<file path="src/rtl/bola_inimiga_pkg.sv">
// Shared definitions for the enemy launcher block: screen geometry,
// FSM state encoding, score ceiling and small arithmetic helpers.
package bola_inimiga_pkg;

    // Screen geometry of the renderer this block feeds.
    localparam int LARGURA_TELA = 640;
    localparam int ALTURA_TELA  = 480;

    // Ceiling of the two-digit HEX score display.
    localparam int PLACAR_MAX = 99;

    // Width of coordinate arithmetic: one bit wider than the 10-bit ports.
    localparam int COORD_W = 11;

    // Enemy-shot controller states.
    typedef enum logic [1:0] {
        ESPERA  = 2'd0,
        DISPARO = 2'd1,
        PERDEU  = 2'd2
    } estado_t;

    // Zero-extend a 10-bit screen coordinate to the arithmetic width.
    function automatic logic [COORD_W-1:0] estende(input logic [9:0] v);
        return {1'b0, v};
    endfunction

    // Increment the hit counter, holding at the display ceiling.
    function automatic logic [6:0] placar_inc(input logic [6:0] v);
        if (v >= 7'(PLACAR_MAX)) begin
            return 7'(PLACAR_MAX);
        end
        return v + 7'd1;
    endfunction

endpackage

</file>
<file path="src/rtl/bola_inimiga_colisao_caixa.sv">
// Combinational overlap test between a square of half-size `meia` centred
// on (cx, cy) and an axis-aligned box [bx, bx+bw] x [by, by+bh].
// A point target is expressed as a box with bw = bh = 0, which turns the
// test into |cx-bx| <= meia and |cy-by| <= meia without any subtraction.
module colisao_caixa
    import bola_inimiga_pkg::*;
(
    input  logic               enable,
    input  logic [COORD_W-1:0] cx,
    input  logic [COORD_W-1:0] cy,
    input  logic [COORD_W-1:0] meia,
    input  logic [COORD_W-1:0] bx,
    input  logic [COORD_W-1:0] by,
    input  logic [COORD_W-1:0] bw,
    input  logic [COORD_W-1:0] bh,
    output logic               hit
);

    // Two guard bits so the three-term sums can never wrap.
    localparam int SW = COORD_W + 2;

    logic x_ok;
    logic y_ok;

    // Interval overlap per axis, rearranged so only additions appear.
    always_comb begin
        x_ok = ((SW'(cx) + SW'(meia)) >= SW'(bx)) &&
               ((SW'(bx) + SW'(bw) + SW'(meia)) >= SW'(cx));
        y_ok = ((SW'(cy) + SW'(meia)) >= SW'(by)) &&
               ((SW'(by) + SW'(bh) + SW'(meia)) >= SW'(cy));
        hit  = enable && x_ok && y_ok;
    end

endmodule

</file>
<file path="src/rtl/bola_inimiga.sv">
// Enemy launcher and enemy-shot controller: sweeps the launcher along its
// row, fires a falling ball after a delay, detects ship hits (game over)
// and allied-ball hits on the launcher (score).
module bola_inimiga
    import bola_inimiga_pkg::*;
#(
    parameter int TICK_DIV   = 500000,
    parameter int Y_LAUNCH   = 100,
    parameter int X_MIN      = 20,
    parameter int X_MAX      = 620,
    parameter int X_STEP     = 2,
    parameter int SHOT_STEP  = 4,
    parameter int Y_LIMIT    = 479,
    parameter int RAIO       = 5,
    parameter int FIRE_DELAY = 50
) (
    input  logic       CLOCK_50,
    input  logic       reset,
    input  logic       pausa,
    input  logic       reiniciarJogo,
    input  logic [9:0] x_nave,
    input  logic [9:0] y_nave,
    input  logic [9:0] largura_nave,
    input  logic [9:0] altura_nave,
    input  logic [9:0] x_bola_aliada,
    input  logic [9:0] y_bola_aliada,
    input  logic [9:0] raio_bola_aliada,
    output logic [9:0] x_bola_inimiga,
    output logic [9:0] y_bola_inimiga,
    output logic [9:0] raio_bola_inimiga,
    output logic [9:0] x_inimigo,
    output logic       perdeu,
    output logic [6:0] acertos,
    output logic       acerto
);

    localparam int PW = (TICK_DIV > 1) ? $clog2(TICK_DIV) : 1;
    localparam int DW = (FIRE_DELAY > 1) ? $clog2(FIRE_DELAY) : 1;

    localparam logic [PW-1:0]      PRESC_FIM = PW'(TICK_DIV - 1);
    localparam logic [DW-1:0]      DELAY_FIM = DW'(FIRE_DELAY - 1);
    localparam logic [COORD_W-1:0] X_MIN_W   = COORD_W'(X_MIN);
    localparam logic [COORD_W-1:0] X_MAX_W   = COORD_W'(X_MAX);
    localparam logic [COORD_W-1:0] X_STEP_W  = COORD_W'(X_STEP);
    localparam logic [COORD_W-1:0] SHOT_W    = COORD_W'(SHOT_STEP);
    localparam logic [COORD_W-1:0] Y_LIMIT_W = COORD_W'(Y_LIMIT);
    localparam logic [COORD_W-1:0] RAIO_W    = COORD_W'(RAIO);
    localparam logic [9:0]         Y_LAUNCH_V = 10'(Y_LAUNCH);
    localparam logic [9:0]         X_MIN_V    = 10'(X_MIN);
    localparam logic [9:0]         RAIO_V     = 10'(RAIO);

    // Restart request: active-low reset or the game-restart button.
    logic srst;
    assign srst = !reset || reiniciarJogo;

    // ---------------------------------------------------------------
    // Game-tick prescaler
    // ---------------------------------------------------------------
    logic [PW-1:0] presc_reg;
    logic          tick;

    assign tick = !pausa && (presc_reg == PRESC_FIM);

    // Free-running tick divider, frozen while paused.
    always_ff @(posedge CLOCK_50) begin
        if (srst) begin
            presc_reg <= '0;
        end else if (!pausa) begin
            if (presc_reg == PRESC_FIM) begin
                presc_reg <= '0;
            end else begin
                presc_reg <= presc_reg + PW'(1);
            end
        end
    end

    // ---------------------------------------------------------------
    // State and datapath registers
    // ---------------------------------------------------------------
    estado_t       state_reg, state_next;
    logic [DW-1:0] delay_reg, delay_next;
    logic [9:0]    x_inim_reg, x_inim_next;
    logic          dir_reg, dir_next;          // 1 = moving right
    logic [9:0]    x_bola_reg, x_bola_next;
    logic [9:0]    y_bola_reg, y_bola_next;
    logic [9:0]    raio_reg, raio_next;
    logic          perdeu_reg, perdeu_next;
    logic [6:0]    acertos_reg, acertos_next;
    logic          acerto_reg, acerto_next;
    logic          overlap_prev_reg, overlap_prev_next;

    // ---------------------------------------------------------------
    // Collision detectors
    // ---------------------------------------------------------------
    logic hit_nave;
    logic overlap_lancador;

    // Enemy ball square against the ship box; only meaningful mid-shot.
    colisao_caixa u_colisao_nave (
        .enable (state_reg == DISPARO),
        .cx     (estende(x_bola_reg)),
        .cy     (estende(y_bola_reg)),
        .meia   (RAIO_W),
        .bx     (estende(x_nave)),
        .by     (estende(y_nave)),
        .bw     (estende(largura_nave)),
        .bh     (estende(altura_nave)),
        .hit    (hit_nave)
    );

    // Allied ball centre as a point against the launcher grown by both radii.
    colisao_caixa u_colisao_lancador (
        .enable (raio_bola_aliada != 10'd0),
        .cx     (estende(x_inim_reg)),
        .cy     (estende(Y_LAUNCH_V)),
        .meia   (estende(raio_bola_aliada) + RAIO_W),
        .bx     (estende(x_bola_aliada)),
        .by     (estende(y_bola_aliada)),
        .bw     ('0),
        .bh     ('0),
        .hit    (overlap_lancador)
    );

    // ---------------------------------------------------------------
    // Launcher sweep: next position if this is a moving tick
    // ---------------------------------------------------------------
    logic [COORD_W-1:0] x_cur;
    logic [COORD_W-1:0] x_move;
    logic               dir_move;

    assign x_cur = estende(x_inim_reg);

    // Bounce between the sweep limits, clamping onto the limit on arrival.
    always_comb begin
        x_move   = x_cur;
        dir_move = dir_reg;
        if (dir_reg) begin
            if ((x_cur + X_STEP_W) >= X_MAX_W) begin
                x_move   = X_MAX_W;
                dir_move = 1'b0;
            end else begin
                x_move = x_cur + X_STEP_W;
            end
        end else begin
            if (x_cur <= (X_MIN_W + X_STEP_W)) begin
                x_move   = X_MIN_W;
                dir_move = 1'b1;
            end else begin
                x_move = x_cur - X_STEP_W;
            end
        end
    end

    // ---------------------------------------------------------------
    // FSM next-state and datapath updates
    // ---------------------------------------------------------------
    logic [COORD_W-1:0] y_cur;
    assign y_cur = estende(y_bola_reg);

    // Everything advances only on a tick and never once the game is lost.
    always_comb begin
        state_next        = state_reg;
        delay_next        = delay_reg;
        x_inim_next       = x_inim_reg;
        dir_next          = dir_reg;
        x_bola_next       = x_bola_reg;
        y_bola_next       = y_bola_reg;
        raio_next         = raio_reg;
        perdeu_next       = perdeu_reg;
        acertos_next      = acertos_reg;
        acerto_next       = 1'b0;
        overlap_prev_next = overlap_prev_reg;

        if (tick && (state_reg != PERDEU)) begin
            x_inim_next = x_move[9:0];
            dir_next    = dir_move;

            // Score only on the rising edge of the sampled overlap; this
            // also runs on the tick that ends the game.
            overlap_prev_next = overlap_lancador;
            if (overlap_lancador && !overlap_prev_reg) begin
                acerto_next  = 1'b1;
                acertos_next = placar_inc(acertos_reg);
            end

            case (state_reg)
                ESPERA: begin
                    if (delay_reg == DELAY_FIM) begin
                        // Launch from where the launcher stood this tick.
                        delay_next  = '0;
                        state_next  = DISPARO;
                        x_bola_next = x_inim_reg;
                        y_bola_next = Y_LAUNCH_V;
                        raio_next   = RAIO_V;
                    end else begin
                        delay_next  = delay_reg + DW'(1);
                        x_bola_next = x_move[9:0];
                        y_bola_next = Y_LAUNCH_V;
                    end
                end
                DISPARO: begin
                    // Ship hit takes priority over leaving the screen.
                    if (hit_nave) begin
                        state_next  = PERDEU;
                        perdeu_next = 1'b1;
                    end else if ((y_cur + SHOT_W) > Y_LIMIT_W) begin
                        state_next  = ESPERA;
                        raio_next   = '0;
                        x_bola_next = x_move[9:0];
                        y_bola_next = Y_LAUNCH_V;
                    end else begin
                        y_bola_next = 10'(y_cur + SHOT_W);
                    end
                end
                default: begin
                    state_next = state_reg;
                end
            endcase
        end
    end

    // Register bank with synchronous restart.
    always_ff @(posedge CLOCK_50) begin
        if (srst) begin
            state_reg        <= ESPERA;
            delay_reg        <= '0;
            x_inim_reg       <= X_MIN_V;
            dir_reg          <= 1'b1;
            x_bola_reg       <= X_MIN_V;
            y_bola_reg       <= Y_LAUNCH_V;
            raio_reg         <= '0;
            perdeu_reg       <= 1'b0;
            acertos_reg      <= '0;
            acerto_reg       <= 1'b0;
            overlap_prev_reg <= 1'b0;
        end else begin
            state_reg        <= state_next;
            delay_reg        <= delay_next;
            x_inim_reg       <= x_inim_next;
            dir_reg          <= dir_next;
            x_bola_reg       <= x_bola_next;
            y_bola_reg       <= y_bola_next;
            raio_reg         <= raio_next;
            perdeu_reg       <= perdeu_next;
            acertos_reg      <= acertos_next;
            acerto_reg       <= acerto_next;
            overlap_prev_reg <= overlap_prev_next;
        end
    end

    assign x_bola_inimiga    = x_bola_reg;
    assign y_bola_inimiga    = y_bola_reg;
    assign raio_bola_inimiga = raio_reg;
    assign x_inimigo         = x_inim_reg;
    assign perdeu            = perdeu_reg;
    assign acertos           = acertos_reg;
    assign acerto            = acerto_reg;

endmodule

</file>
<file path="config.mk">
export PLATFORM = sky130hd
export DESIGN_NAME = bola_inimiga
export DESIGN_NICKNAME = d
export VERILOG_FILES = /design/src/rtl/bola_inimiga_pkg.sv /design/src/rtl/bola_inimiga_colisao_caixa.sv /design/src/rtl/bola_inimiga.sv
export SDC_FILE = /design/constraint.sdc
export NUM_CORES = 1
export LEC_CHECK = 0
export ABC_AREA = 1
export BUFFER_PORTS_ARGS = -buffer_cell sky130_fd_sc_hd__buf_2
export CORE_UTILIZATION = 60
export CTS_CLUSTER_SIZE = 28
export DETAILED_ROUTE_END_ITERATION = 10
export PLACE_DENSITY = 0.83
export SYNTH_ARGS = -nofsm -noshare
export SYNTH_HDL_FRONTEND = slang
export SYNTH_SLANG_ARGS = --single-unit
</file>
<file path="constraint.sdc">
create_clock -name CLOCK_50 -period 5.4 [get_ports CLOCK_50]
set_clock_uncertainty 0.05 [all_clocks]
set_input_delay 1.08 -clock CLOCK_50 [delete_from_list [all_inputs] [get_ports CLOCK_50]]
set_output_delay 1.08 -clock CLOCK_50 [all_outputs]
set_load 0.1 [all_outputs]
</file>
Word level (Yosys, flattened, before mapping) --
Cells that the tools add are included.
Word-level totals: bits in registers 78, latch bits 0, memory bits (writable) 0, memory bits (read-only) 0, word-level logic and storage cells 105, memories 0
Operators by class: add/sub/neg operators 17, multiply operators 0, divide/modulo/power cells 0, magnitude comparators 12, equality and inequality tests 8, shifts and indexed selects 0, multiplexer cells 29, bitwise gates (word level) 1, reductions and logical operators 26
Operators with widths (number):
- $mux W10 | 11
- $ge A13 B10 Y1 | 7
- $pmux W10 S2 | 3
- $add A10 B3 Y11 const B | 4
- $add A10 B11 Y12 | 3
- $add A13 B3 Y13 const B | 2
- $add A10 B10 Y11 | 2
- $add A19 B1 Y19 const B | 1
- $eq A19 B19 Y1 const B | 1
- $mux W19 | 1
- $mux W7 | 2
- $ge A13 B7 Y1 const B | 1
- $add A7 B11 Y12 const A | 1
- $add A10 B2 Y11 const B | 1
- $ge A11 B10 Y1 const B | 1
- $gt A11 B9 Y1 const B | 1
- $logic_and A1 B1 Y1 | 11
- $le A10 B5 Y1 const B | 1
- $reduce_bool A10 Y1 | 1
- $sub A10 B2 Y10 const B | 1
- $ne A2 B2 Y1 const B | 4
- $reduce_and A4 Y1 | 2
- $add A7 B1 Y7 const B | 1
- $ge A7 B7 Y1 const B | 1
- 17 further kinds | 29

Depth between registers and ports, before layout --
Gate-level depths: netlist (run 1).
depth in word-level cells 10, mapped depth 29, gate-level depth less buffers 29

Hierarchy --
A second synthesis (run 1) with hierarchy kept.
Unflattened totals: cells, all modules 1698, area, all modules 11512.3 µm²
By module, submodules not included:
- bola_inimiga | times used 1, cells an instance 628, area each 4255.3 µm²
- colisao_caixa at u_colisao_lancador | times used 1, cells an instance 541, area each 3651.0 µm²
- colisao_caixa at u_colisao_nave | times used 1, cells an instance 529, area each 3606.0 µm²

Worst setup path before layout (run 1) --
Ideal clock, no wire load.
path type input-to-reg, start input port x_nave[0], end register y_bola_reg[2], in the netlist y_bola_inimiga[2], library setup time 0.113 ns, arrival time 4.193 ns, setup slack 1.044 ns, cell stages on the path 28, cell sequence ha_1 > inv_1 > fa_1 > inv_1 > ha_1 > inv_1 > nand2_1 > nand3_2 > nor2_1 > nand3_1 > nor2_2 > xor2_1 > inv_1 > ha_1 > nand2_1 > nor2_1 > nor2_1 > nand2_1 > a21oi_1 > nand2_1 > a21oi_1 > nand3_2 > nand3_4 > nand2_1 > inv_1 > nand2_1 > nand2_1 > nand2_1
Between the ends: cells in the longest elaborated chain, start to end 8
RTL lines:
- start: declaration | RTL line bola_inimiga.sv:21 | input logic [9:0] x_nave,
- $add A10 B10 Y11 | RTL line bola_inimiga_colisao_caixa.sv:28 | ((SW'(bx) + SW'(bw) + SW'(meia)) >= SW'(cx));
- $add A13 B3 Y13 | RTL line bola_inimiga_colisao_caixa.sv:28
- $ge A13 B10 Y1 | RTL line bola_inimiga_colisao_caixa.sv:28
- $logic_and A1 B1 Y1 * | RTL line bola_inimiga_colisao_caixa.sv:27 | x_ok = ((SW'(cx) + SW'(meia)) >= SW'(bx)) &&
- $logic_and A1 B1 Y1 * (2 in series) | RTL line bola_inimiga_colisao_caixa.sv:31 | hit = enable && x_ok && y_ok;
- $ne A2 B2 Y1 (no source line) *
- $reduce_and A3 Y1 (no source line) *
- end signal: assignment | RTL line bola_inimiga.sv:242 | y_bola_reg <= y_bola_next;
- end: declaration | RTL line bola_inimiga.sv:85 | logic [9:0] y_bola_reg, y_bola_next;
Every way passes the cells marked *; elsewhere a longest branch is shown, timed or not. A chain may end at the register's enable or synchronous reset.

Final worst setup path (run 1) --
start input port raio_bola_aliada[0], end register acertos_reg[0], in the netlist acertos[0]
Between the ends: cells in the longest elaborated chain, start to end 8
RTL lines:
- start: declaration | RTL line bola_inimiga.sv:27 | input logic [9:0] raio_bola_aliada,
- $add A10 B3 Y11 | RTL line bola_inimiga.sv:116 | .meia (estende(raio_bola_aliada) + RAIO_W),
- $add A10 B11 Y12, on equally long branches | RTL line bola_inimiga_colisao_caixa.sv:27, bola_inimiga_colisao_caixa.sv:28
- $ge A13 B10 Y1, on equally long branches | RTL line bola_inimiga_colisao_caixa.sv:27, bola_inimiga_colisao_caixa.sv:28
- $logic_and A1 B1 Y1 | RTL line bola_inimiga_colisao_caixa.sv:27
- $logic_and A1 B1 Y1 | RTL line bola_inimiga_colisao_caixa.sv:31
- $logic_and A1 B1 Y1 * | RTL line bola_inimiga_colisao_caixa.sv:31
- $logic_and A1 B1 Y1 * | RTL line bola_inimiga.sv:181 | if (overlap_lancador && !overlap_prev_reg) begin
- $reduce_and A2 Y1 (no source line) *
- end signal: assignment | RTL line bola_inimiga.sv:245 | acertos_reg <= acertos_next;
- end: declaration | RTL line bola_inimiga.sv:88 | logic [6:0] acertos_reg, acertos_next;
Marks and branches as above.

==> reports/metrics.yaml, run 1 <==
outcome:
  run_status: "finished, final reports clean"
detailed_routing:
  drt-wirelength-per-cell_um: 12.5
  postRouteWirelength_um: 21500
  drc_errors_left: 0
  routed_via_density: 5.43
  via_total_after_detailed_routing: 9320
  initialDrtViolationCount: 475
  first_pass_iters: 5
  detail-route-antenna-nets: 0
finish:
  diodes: 0
  fillers: 1363
  drive_above_1_share_pct: 10.5
  stdcell_area_um2: 9900
  num-nets-final: 1739
  syn2layout_area_growth_pct: 10.8
  largest_register_ff_count: 19
  area_of_the_multi_input_gates_um2: 6490
  stdcell_count: 1716
  seq_area_um2: 1340
  final_util_pct: 68.1
yosys:
  synth.cells.most_frequent: "313 x sky130_fd_sc_hd__nand2_1, 256 x sky130_fd_sc_hd__inv_1, 132 x sky130_fd_sc_hd__ha_1"
  netlist-cell-type-count: 51
  syn_avg_cell_area_um2: 6.29
  synth_edf_count: 0
  synth_async_sr_flop_share_pct: 0
  synth.area.top_cells: "sky130_fd_sc_hd__ha_1 18%, sky130_fd_sc_hd__dfxtp_1 15%, sky130_fd_sc_hd__nand2_1 13%"
  synth_flop_type: "sky130_fd_sc_hd__dfxtp_1"
  synthesized_instance_count: 1419
  syn-cell-area_um2: 8930
  post-synth-top-count-cell: "sky130_fd_sc_hd__nand2_1"
  synth_warnings: 0
  synth_top_area_share_pct: 18.5
  number_of_register_bits_inferred_by_synthesis: 67
  post-synth-top-area-cell: "sky130_fd_sc_hd__ha_1"
  share_of_synthesized_area_occupied_by_flip_flops_and_latches_pct: 15.0
critical_path:
  critPathRequiredTime_ns: 5.57
  timing.rr.end: "acertos[0]$_SDFFE_PP0P_"
  worst_ep_arrival_time_ns: 4.78
  timing_worst_setup_path_type: "input port to register"
  cp_slowest_stage_delay_ns: 0.37
  crit_path_max_fanout: 10
  critical_path.slowest_cell: "sky130_fd_sc_hd__ha_1"
  reg2reg_setup_slack_ns: 1.54
  worst_setup_path_end_kind: "register"
  worst_setup_path_startpoint: "raio_bola_aliada[0]"
  cp_capture_point: "acertos[0]$_SDFFE_PP0P_"
  type_of_element_launching_the_critical_path: "input port"
  regToRegStartpoint: "x_inimigo[0]$_SDFFE_PP0P_"
  reg2regPathDepth: 19
sta:
  timing.final.crit_period_ns: 4.60
  timing.max_slew.rel_slack_pct: 25.9
  fmaxAchievable_mhz: 217
  slew_viol_final: 0
  final_min_period_over_clock_period_pct: 85.3
  setup_total_negative_slack_ns: 0
  setup_viol_count_final: 0
  hold_viol_final: 0
  grt_setup_unrepaired: "no"
  worst_slew_pin_slew_ns: 1.10
cts:
  htree_num_levels: 3
  cts_resized: 0
  cts.hold.buffers_added: 0
  tritoncts_clock_tree: "done"
  cts.sinks: 67
  source_to_sink_clock_delay_at_the_later_pin_of_the_worst_skew_pair_ns: 0.34
  clk_root_buffer_cell: "sky130_fd_sc_hd__clkbuf_16"
  clk_pin_slew_worst_paths_ns: 0.06
  numCtsBuffers: 9
  post-cts-setup-buffers: 0
  ctsLongestPathBuffers: 2
pwr:
  peakVddDrop_v: 0.000170
  static-leakage-power_nw: 5.38
  p_per_area_nw_per_um2: 178
placed_design:
  io_port_bufs: 112
  inst_count_dp: 1701
  placed_cell_area_um2: 9610
  hpwlAfterDp_um: 17800
  gpl.final_weighted_congestion: 0.962
grt:
  use_met2_pct: 50.2
  grt_pass1_wl_um: 36400
  grt_overflow: 0
  grt_antenna_before_repair: 0
  use_met1_pct: 37.6
  grt_max_degree: 27
  grtUsageTotal_pct: 29.0
  met3_resource_use_gr_pct: 4.49
  first_global_vias: 8498
  top_usage_layer: "met2"
die:
  die_x_um: 124
  placement_rows: 44
  die_height_um: 124
  io_pins: 123
  placeableCoreArea_um2: 14500
  die_area_um2: 15400
  starting_density_of_the_core_pct: 61.4
min_path:
  hold_class: "register to register"
job:
  drv_cap: 0
[stage by stage]
| step | setup slack [ns] | power (W) | hold slack (ns) |
|---|---|---|---|
| final | 0.796 | 0.00176 | 0.430 |
| after detailed placement | 0.513 | 0.00119 | 0.424 |
| after global routing | 0.359 | 0.00189 | 0.463 |
| after CTS | 0.860 | 0.00176 | 0.433 |
| after floorplan | 1.04 | 0.00105 | 0.411 |
| after global placement | 0.632 | 0.00117 | 0.423 |
[final cells by class]
cell class              count  area share, %
flip-flops and latches     67           13.6
multi-input cells        1075           65.5
well taps                 184           2.33
inverters                 261           9.90
clock inverters             5          0.556
repair buffers            114           5.82
clock buffers              10           2.31
[kinds of logic after synthesis]
kind of cell,synth area share [%]
DFF,15.0
xor gates and xnor gates,6.47
buffers and inverters,12.7
and+or+nand+nor,35.2
other,0.0420
AOI/OAI and AO/OA,10.9
adders and majority gates,19.6
[power breakdown]
| group | internal [W] | switching, W | leakage, nW |
|---|---|---|---|
| sequential | 0.000495 | 0.000000595 | 0.540 |
| clock | 0.000353 | 0.000223 | 0.134 |
| combinational | 0.000265 | 0.000425 | 4.70 |
| total | 0.00111 | 0.000648 | 5.38 |
[per-layer routing]
metal	wire length, um	up-vias
li1	-	4846
met1	10000	4193
met2	10000	255
met3	1170	26
met4	314	0
met5	0	-
[worst max-delay path: cells and delay by family]
family                     cells  cell delay, ns
AOI/OAI and AO/OA              5            0.87
xor gates and xnor gates       2            0.45
adders and majority gates      2            0.65
buffers and inverters          5            0.52
and+or+nand+nor               12            1.19
[placed cells by master (no fill, tap or decap), types with 7 or more instances in the layout]
| master | netlist | routed |
|---|---|---|
| sky130_fd_sc_hd__nand2_1 | 313 | 313 |
| sky130_fd_sc_hd__nor3b_1 | 9 | 9 |
| sky130_fd_sc_hd__nand3_1 | 115 | 115 |
| sky130_fd_sc_hd__dfxtp_1 | 67 | 67 |
| sky130_fd_sc_hd__or2_2 | 7 | 7 |
| sky130_fd_sc_hd__a21oi_1 | 83 | 83 |
| sky130_fd_sc_hd__xnor2_1 | 22 | 22 |
| sky130_fd_sc_hd__buf_2 | 3 | 112 |
| sky130_fd_sc_hd__o21ai_0 | 41 | 41 |
| sky130_fd_sc_hd__nand4_1 | 62 | 62 |
| sky130_fd_sc_hd__xor2_1 | 44 | 44 |
| sky130_fd_sc_hd__clkbuf_16 | 0 | 9 |
| sky130_fd_sc_hd__ha_1 | 132 | 132 |
| sky130_fd_sc_hd__inv_1 | 256 | 256 |
| sky130_fd_sc_hd__nor3_1 | 25 | 25 |
| sky130_fd_sc_hd__nor2_1 | 124 | 123 |
| sky130_fd_sc_hd__conb_1 | 1 | 10 |
| sky130_fd_sc_hd__a31oi_1 | 8 | 8 |
[worst min-delay path by stage]
stage                                   start                   endpoint  slack, ns  depth (start not counted)
floorplan           delay_reg[1]$_SDFFE_PP0P_  delay_reg[1]$_SDFFE_PP0P_       0.41                          2
global placement    delay_reg[1]$_SDFFE_PP0P_  delay_reg[1]$_SDFFE_PP0P_       0.42                          2
detailed placement  delay_reg[1]$_SDFFE_PP0P_  delay_reg[1]$_SDFFE_PP0P_       0.42                          2
CTS                 delay_reg[1]$_SDFFE_PP0P_  delay_reg[1]$_SDFFE_PP0P_       0.43                          2
global route              perdeu$_SDFFE_PP0P_        perdeu$_SDFFE_PP0P_       0.46                          2
finish              delay_reg[1]$_SDFFE_PP0P_  delay_reg[1]$_SDFFE_PP0P_       0.43                          2
(Power assumes the default switching activity.)
==> inputs of run 2 (changes only) <==
--- a/config.mk
+++ b/config.mk
@@ -11,6 +11,7 @@
 export CTS_CLUSTER_SIZE = 28
 export DETAILED_ROUTE_END_ITERATION = 10
 export PLACE_DENSITY = 0.83
+export RECOVER_POWER = 25
 export SYNTH_ARGS = -nofsm -noshare
 export SYNTH_HDL_FRONTEND = slang
 export SYNTH_SLANG_ARGS = --single-unit
==> run 2 against run 1 <==
Hold slack is essentially flat. Critical path depth is the same. Critical path type unchanged. Non-clock buffer count is the same. Setup slack lost 0.0032 ns. Sequential cell count is the same. Sequential share of layout area is essentially flat. Routed wire length grew 0.17%. Maximum frequency is essentially flat. Die area is the same. Core utilization shrank 0.16 points.
==> reports/metrics.yaml, run 2 (synthesis results as in run 1) <==
critical_path:
  crit_path_max_fanout: 10  # unchanged
  reg2reg_setup_slack_ns: 1.54  # about the same
  cp_slowest_stage_delay_ns: 0.37  # about the same
  timing.rr.end: "acertos[0]$_SDFFE_PP0P_"
  type_of_element_launching_the_critical_path: "input port"
  critPathRequiredTime_ns: 5.57  # about the same
  worst_ep_arrival_time_ns: 4.78  # about the same
  reg2regPathDepth: 19  # unchanged
  timing_worst_setup_path_type: "input port to register"
  worst_setup_path_end_kind: "register"
  critical_path.slowest_cell: "sky130_fd_sc_hd__ha_1"
  regToRegStartpoint: "x_inimigo[0]$_SDFFE_PP0P_"
detailed_routing:
  routed_via_density: 5.41  # -0.34%
  first_pass_iters: 5  # unchanged
  drc_errors_left: 0  # unchanged
  postRouteWirelength_um: 21500  # +0.17%
  detail-route-antenna-nets: 0  # unchanged
  initialDrtViolationCount: 523  # +10%
  via_total_after_detailed_routing: 9288  # -0.34%
  drt-wirelength-per-cell_um: 12.5  # +0.17%
sta:
  grt_setup_unrepaired: "no"
  timing.final.crit_period_ns: 4.61  # +0.00321 ns
  setup_viol_count_final: 0  # unchanged
  holdWs_ns: 0.430  # -0.000157 ns
  slew_viol_final: 0  # unchanged
  hold_viol_final: 0  # unchanged
  setup_total_negative_slack_ns: 0  # unchanged
  timing.max_slew.rel_slack_pct: 20.3  # -5.6 points
  fmaxAchievable_mhz: 217  # about the same
  worst_slew_pin_slew_ns: 1.20  # +0.0975 ns
  final_min_period_over_clock_period_pct: 85.3  # about the same
die:
  die_height_um: 124  # unchanged
  io_pins: 123  # unchanged
  starting_density_of_the_core_pct: 61.4  # unchanged
  placeableCoreArea_um2: 14500  # unchanged
  die_x_um: 124  # unchanged
  die_area_um2: 15400  # unchanged
  placement_rows: 44  # unchanged
grt:
  grtUsageTotal_pct: 29.0  # unchanged
  grt_antenna_before_repair: 0  # unchanged
  grt_pass1_wl_um: 36400  # unchanged
  grt_max_degree: 27  # unchanged
  use_met2_pct: 50.2  # unchanged
  top_usage_layer: "met2"
  met3_resource_use_gr_pct: 4.49  # unchanged
  grt_overflow: 0  # unchanged
  first_global_vias: 8498  # unchanged
  use_met1_pct: 37.6  # unchanged
pwr:
  design_power_total_w: 0.00176  # about the same
  peakVddDrop_v: 0.000171  # +0.18%
  static-leakage-power_nw: 5.30  # -1.4%
  p_per_area_nw_per_um2: 178  # +0.18%
placed_design:
  placed_cell_area_um2: 9610  # unchanged
  hpwlAfterDp_um: 17800  # unchanged
  io_port_bufs: 112  # unchanged
  gpl.final_weighted_congestion: 0.962  # unchanged
finish:
  syn2layout_area_growth_pct: 10.6
  stdcell_area_um2: 9870  # -0.24%
  diodes: 0  # unchanged
  drive_above_1_share_pct: 9.27  # -1.2 points
  fillers: 1365  # +0.15%
  num-nets-final: 1739  # unchanged
  largest_register_ff_count: 19  # unchanged
  most_frequent_cells_in_the_layout: "313 x sky130_fd_sc_hd__nand2_1, 256 x sky130_fd_sc_hd__inv_1, 132 x sky130_fd_sc_hd__ha_1"
  final_common_cell: "sky130_fd_sc_hd__nand2_1"
  final_util_pct: 67.9  # -0.16 points
job:
  drv_cap: 0  # unchanged
cts:
  clk_root_buffer_cell: "sky130_fd_sc_hd__clkbuf_16"
  ctsLongestPathBuffers: 2  # unchanged
  htree_num_levels: 3  # unchanged
  cts_resized: 0  # unchanged
  clk_pin_slew_worst_paths_ns: 0.06  # about the same
  cts.hold.buffers_added: 0  # unchanged
  source_to_sink_clock_delay_at_the_later_pin_of_the_worst_skew_pair_ns: 0.34  # about the same
  cts.sinks: 67  # unchanged
  tritoncts_clock_tree: "done"
  numCtsBuffers: 9  # unchanged
  post-cts-setup-buffers: 0  # unchanged
min_path:
  hp-start: "delay_reg[1]$_SDFFE_PP0P_"
  holdPathStages: 2  # unchanged
  hold-path-endpoint: "delay_reg[1]$_SDFFE_PP0P_"
  hold_class: "register to register"
outcome:
  run_status: "finished, final reports clean"
-- run 2: changes by cell type in the layout (fill, tap and decap cells not counted), sizes merged --
cell,before,now
buf,114,95
clkbuf,10,29
-- run 2: through the flow --
stage / setup slack, ns / cells
3_5_place_dp: 0.513 / 1701
6_report: 0.793 / 1716
2_1_floorplan: 1.04 / 1428
3_3_place_gp: 0.632 / 1701
4_1_cts: 0.860 / 1716
5_1_grt: 0.359 / 1716
-- run 2: cell type report --
cell class	instances	area, um^2	share of cell area, %
multi-input combinational	1075	6490	65.7
sequential	67	1340	13.6
inverter	261	980	9.92
timing repair buffer	114	552	5.59
tap	184	230	2.33
clock buffer	10	229	2.32
clock inverter	5	55.1	0.558
-- run 2: critical path: cells and delay by family --
family          cells  cell delay [ns]
compound gates      5             0.87
xor+xnor            2             0.46
fa+ha+maj           2             0.65
buf+inv             5             0.52
simple gates       12             1.19
-- run 2: how the worst max path moves through the flow --
stage                   startpoint                        endpoint  slack [ns]
5_1_grt                  x_nave[0]  y_bola_inimiga[7]$_SDFFE_PP0P_        0.36
3_5_place_dp   raio_bola_aliada[0]         acertos[4]$_SDFFE_PP0P_        0.51
2_1_floorplan            x_nave[0]  y_bola_inimiga[2]$_SDFFE_PP1P_        1.04
4_1_cts        raio_bola_aliada[0]         acertos[3]$_SDFFE_PP0P_        0.86
6_report       raio_bola_aliada[0]         acertos[0]$_SDFFE_PP0P_        0.79
3_3_place_gp             x_nave[0]  y_bola_inimiga[7]$_SDFFE_PP0P_        0.63
-- run 2: routing by layer --
metal | up-vias | part of all wire [%] | wire, um
met4 | 0 | 1.5 | 322
met2 | 257 | 46 | 9980
met5 | - | 0 | 0
met3 | 26 | 5.4 | 1160
li1 | 4838 | - | -
met1 | 4167 | 47 | 10100
-- run 2: power breakdown --
part,leakage [nW],internal (W),switching [W]
combinational,4.63,0.000265,0.000424
clock,0.134,0.000353,0.000223
sequential,0.540,0.000495,0.000000590
total,5.30,0.00111,0.000647
==> inputs of run 3 (changes only) <==
--- a/config.mk
+++ b/config.mk
@@ -6,12 +6,15 @@
 export NUM_CORES = 1
 export LEC_CHECK = 0
 export ABC_AREA = 1
+export ABC_CLOCK_PERIOD_IN_PS = 5400
 export BUFFER_PORTS_ARGS = -buffer_cell sky130_fd_sc_hd__buf_2
-export CORE_UTILIZATION = 60
+export CORE_UTILIZATION = 61
+export CTS_BUF_LIST = sky130_fd_sc_hd__clkbuf_4
 export CTS_CLUSTER_SIZE = 28
 export DETAILED_ROUTE_END_ITERATION = 10
-export PLACE_DENSITY = 0.83
+export PLACE_DENSITY = 0.84
 export RECOVER_POWER = 25
+export SKIP_LAST_GASP = 1
 export SYNTH_ARGS = -nofsm -noshare
 export SYNTH_HDL_FRONTEND = slang
 export SYNTH_SLANG_ARGS = --single-unit
==> run 3 against run 2 <==
Sequential cell count stayed put. Power is 13% lower. Clock-buffer cell count stayed put. Register-to-register slack hardly changed. Cell count is 0.12% lower. Non-clock buffer count is 1 higher. Die area is 1.6% lower. Hold slack better by 0.015 ns. Sequential power hardly changed. Largest power group unchanged.
==> reports/metrics.yaml, run 3 (synthesis results as in run 1) <==
die:
  starting_density_of_the_core_pct: 63.3  # +1.9 points
  die_area_um2: 15100  # -1.6%
  io_pins: 123  # unchanged
  die_height_um: 123  # -0.81%
  die_x_um: 123  # -0.81%
  placeableCoreArea_um2: 14100  # -3.0%
  placement_rows: 43  # -2.3%
cts:
  source_to_sink_clock_delay_at_the_later_pin_of_the_worst_skew_pair_ns: 0.45  # +0.11 ns
  cts.hold.buffers_added: 0  # unchanged
  clk_pin_slew_worst_paths_ns: 0.11  # +0.05 ns
  clk_root_buffer_cell: "sky130_fd_sc_hd__clkbuf_4"
  tritoncts_clock_tree: "done"
  cts.sinks: 67  # unchanged
  post-cts-setup-buffers: 0  # unchanged
  ctsLongestPathBuffers: 2  # unchanged
  htree_num_levels: 3  # unchanged
  numCtsBuffers: 9  # unchanged
  cts_resized: 0  # unchanged
critical_path:
  critical_path.slowest_cell: "sky130_fd_sc_hd__ha_1"
  critPathRequiredTime_ns: 5.67  # +0.10 ns
  reg2regPathDepth: 19  # unchanged
  cp_slowest_stage_delay_ns: 0.38  # about the same
  worst_ep_arrival_time_ns: 4.78  # about the same
  type_of_element_launching_the_critical_path: "input port"
  reg2reg_setup_slack_ns: 1.54  # about the same
  crit_path_max_fanout: 10  # unchanged
  worst_setup_path_end_kind: "register"
  timing_worst_setup_path_type: "input port to register"
grt:
  grt_pass1_wl_um: 35800  # -1.6%
  grt_overflow: 0  # unchanged
  first_global_vias: 8526  # +0.33%
  grt_max_degree: 27  # unchanged
  grt_antenna_before_repair: 0  # unchanged
  grtUsageTotal_pct: 28.7  # -0.28 points
detailed_routing:
  initialDrtViolationCount: 509  # -2.7%
  drt-wirelength-per-cell_um: 12.6  # +0.22%
  postRouteWirelength_um: 21600  # +0.10%
  drc_errors_left: 0  # unchanged
  first_pass_iters: 5  # unchanged
  detail-route-antenna-nets: 0  # unchanged
  via_total_after_detailed_routing: 9407  # +1.3%
  routed_via_density: 5.49  # +1.4%
outcome:
  run_status: "finished, final reports clean"
sta:
  slew_viol_final: 0  # unchanged
  setup_viol_count_final: 0  # unchanged
  hold_viol_final: 0  # unchanged
  final_critical_path_setup_slack_ns: 0.890  # +0.0974 ns
  setup_total_negative_slack_ns: 0  # unchanged
  timing.final.crit_period_ns: 4.51  # -0.0974 ns
  worst_slew_pin_slew_ns: 1.28  # +0.0830 ns
  fmaxAchievable_mhz: 222  # +2.2%
  final_min_period_over_clock_period_pct: 83.5  # -1.8 points
  holdWs_ns: 0.445  # +0.0153 ns
  timing.max_slew.rel_slack_pct: 13.8  # -6.5 points
  grt_setup_unrepaired: "no"
placed_design:
  io_port_bufs: 112  # unchanged
  gpl.final_weighted_congestion: 0.923  # -4.0%
  hpwlAfterDp_um: 17800  # +0.23%
  pre_cts_slack_ns: 0.492  # -0.0206 ns
  inst_count_dp: 1698  # -0.18%
finish:
  most_frequent_cells_in_the_layout: "313 x sky130_fd_sc_hd__nand2_1, 256 x sky130_fd_sc_hd__inv_1, 132 x sky130_fd_sc_hd__ha_1"
  fillers: 1284  # -5.9%
  stdcell_count: 1714  # -0.12%
  num-nets-final: 1740  # +0.058%
  final_util_pct: 68.9  # +1.0 points
  diodes: 0  # unchanged
  syn2layout_area_growth_pct: 8.84
  final_common_cell: "sky130_fd_sc_hd__nand2_1"
  drive_above_1_share_pct: 9.65  # +0.38 points
  largest_register_ff_count: 19  # unchanged
job:
  drv_cap: 0  # unchanged
pwr:
  peakVddDrop_v: 0.000102  # -41%
  static-leakage-power_nw: 5.25  # -1.0%
  p_per_area_nw_per_um2: 158  # -11%
min_path:
  hold_class: "register to register"
  holdPathStages: 2  # unchanged
## run 3: where the power goes
part,switching [W],leakage [nW],internal [W]
clock network,0.000202,0.0768,0.000147
logic,0.000427,4.63,0.000266
registers,0.000000595,0.540,0.000495
total,0.000629,5.25,0.000908
## run 3: final cells by class
cell class	count	area, um^2	area share, %
clock inverter	6	65.1	0.669
sequential	67	1340	13.8
timing repair buffer	115	563	5.79
tap	180	225	2.32
clock buffer	10	75.1	0.772
inverter	261	980	10.1
multi-input combinational	1075	6470	66.6
## run 3: worst paths after layout
| check | from | to |
|---|---|---|
| worst max-delay path | raio_bola_aliada[0] | acertos[2]$_SDFFE_PP0P_ |
| worst min-delay path | delay_reg[1]$_SDFFE_PP0P_ | delay_reg[1]$_SDFFE_PP0P_ |
| worst max register to register | x_inimigo[0]$_SDFFE_PP0P_ | acertos[2]$_SDFFE_PP0P_ |
| worst min register to register | delay_reg[1]$_SDFFE_PP0P_ | delay_reg[1]$_SDFFE_PP0P_ |
## run 3: per-layer routing
metal  track usage, %  wire [um]  share of wire, %  vias to the layer above
li1                 -          -                 -                     4866
met1             36.5      10200                47                     4224
met4             10.5        578               2.7                        0
met5                0          0                 0                        -
met2             49.1       9730                45                      257
met3             4.15       1040               4.8                       60
## run 3: critical path: cells and delay by family
kind	cells	cell delay, ns
buf+inv	5	0.51
compound gates	5	0.83
simple gates	12	1.24
xor+xnor	2	0.45
fa+ha+maj	2	0.66
## run 3: per-stage QoR
step	power [W]	instance area, um^2
after floorplan	0.00105	8960
after global placement	0.00117	9620
after detailed placement	0.00119	9620
after CTS	0.00154	9760
after global routing	0.00166	9720
final	0.00154	9720
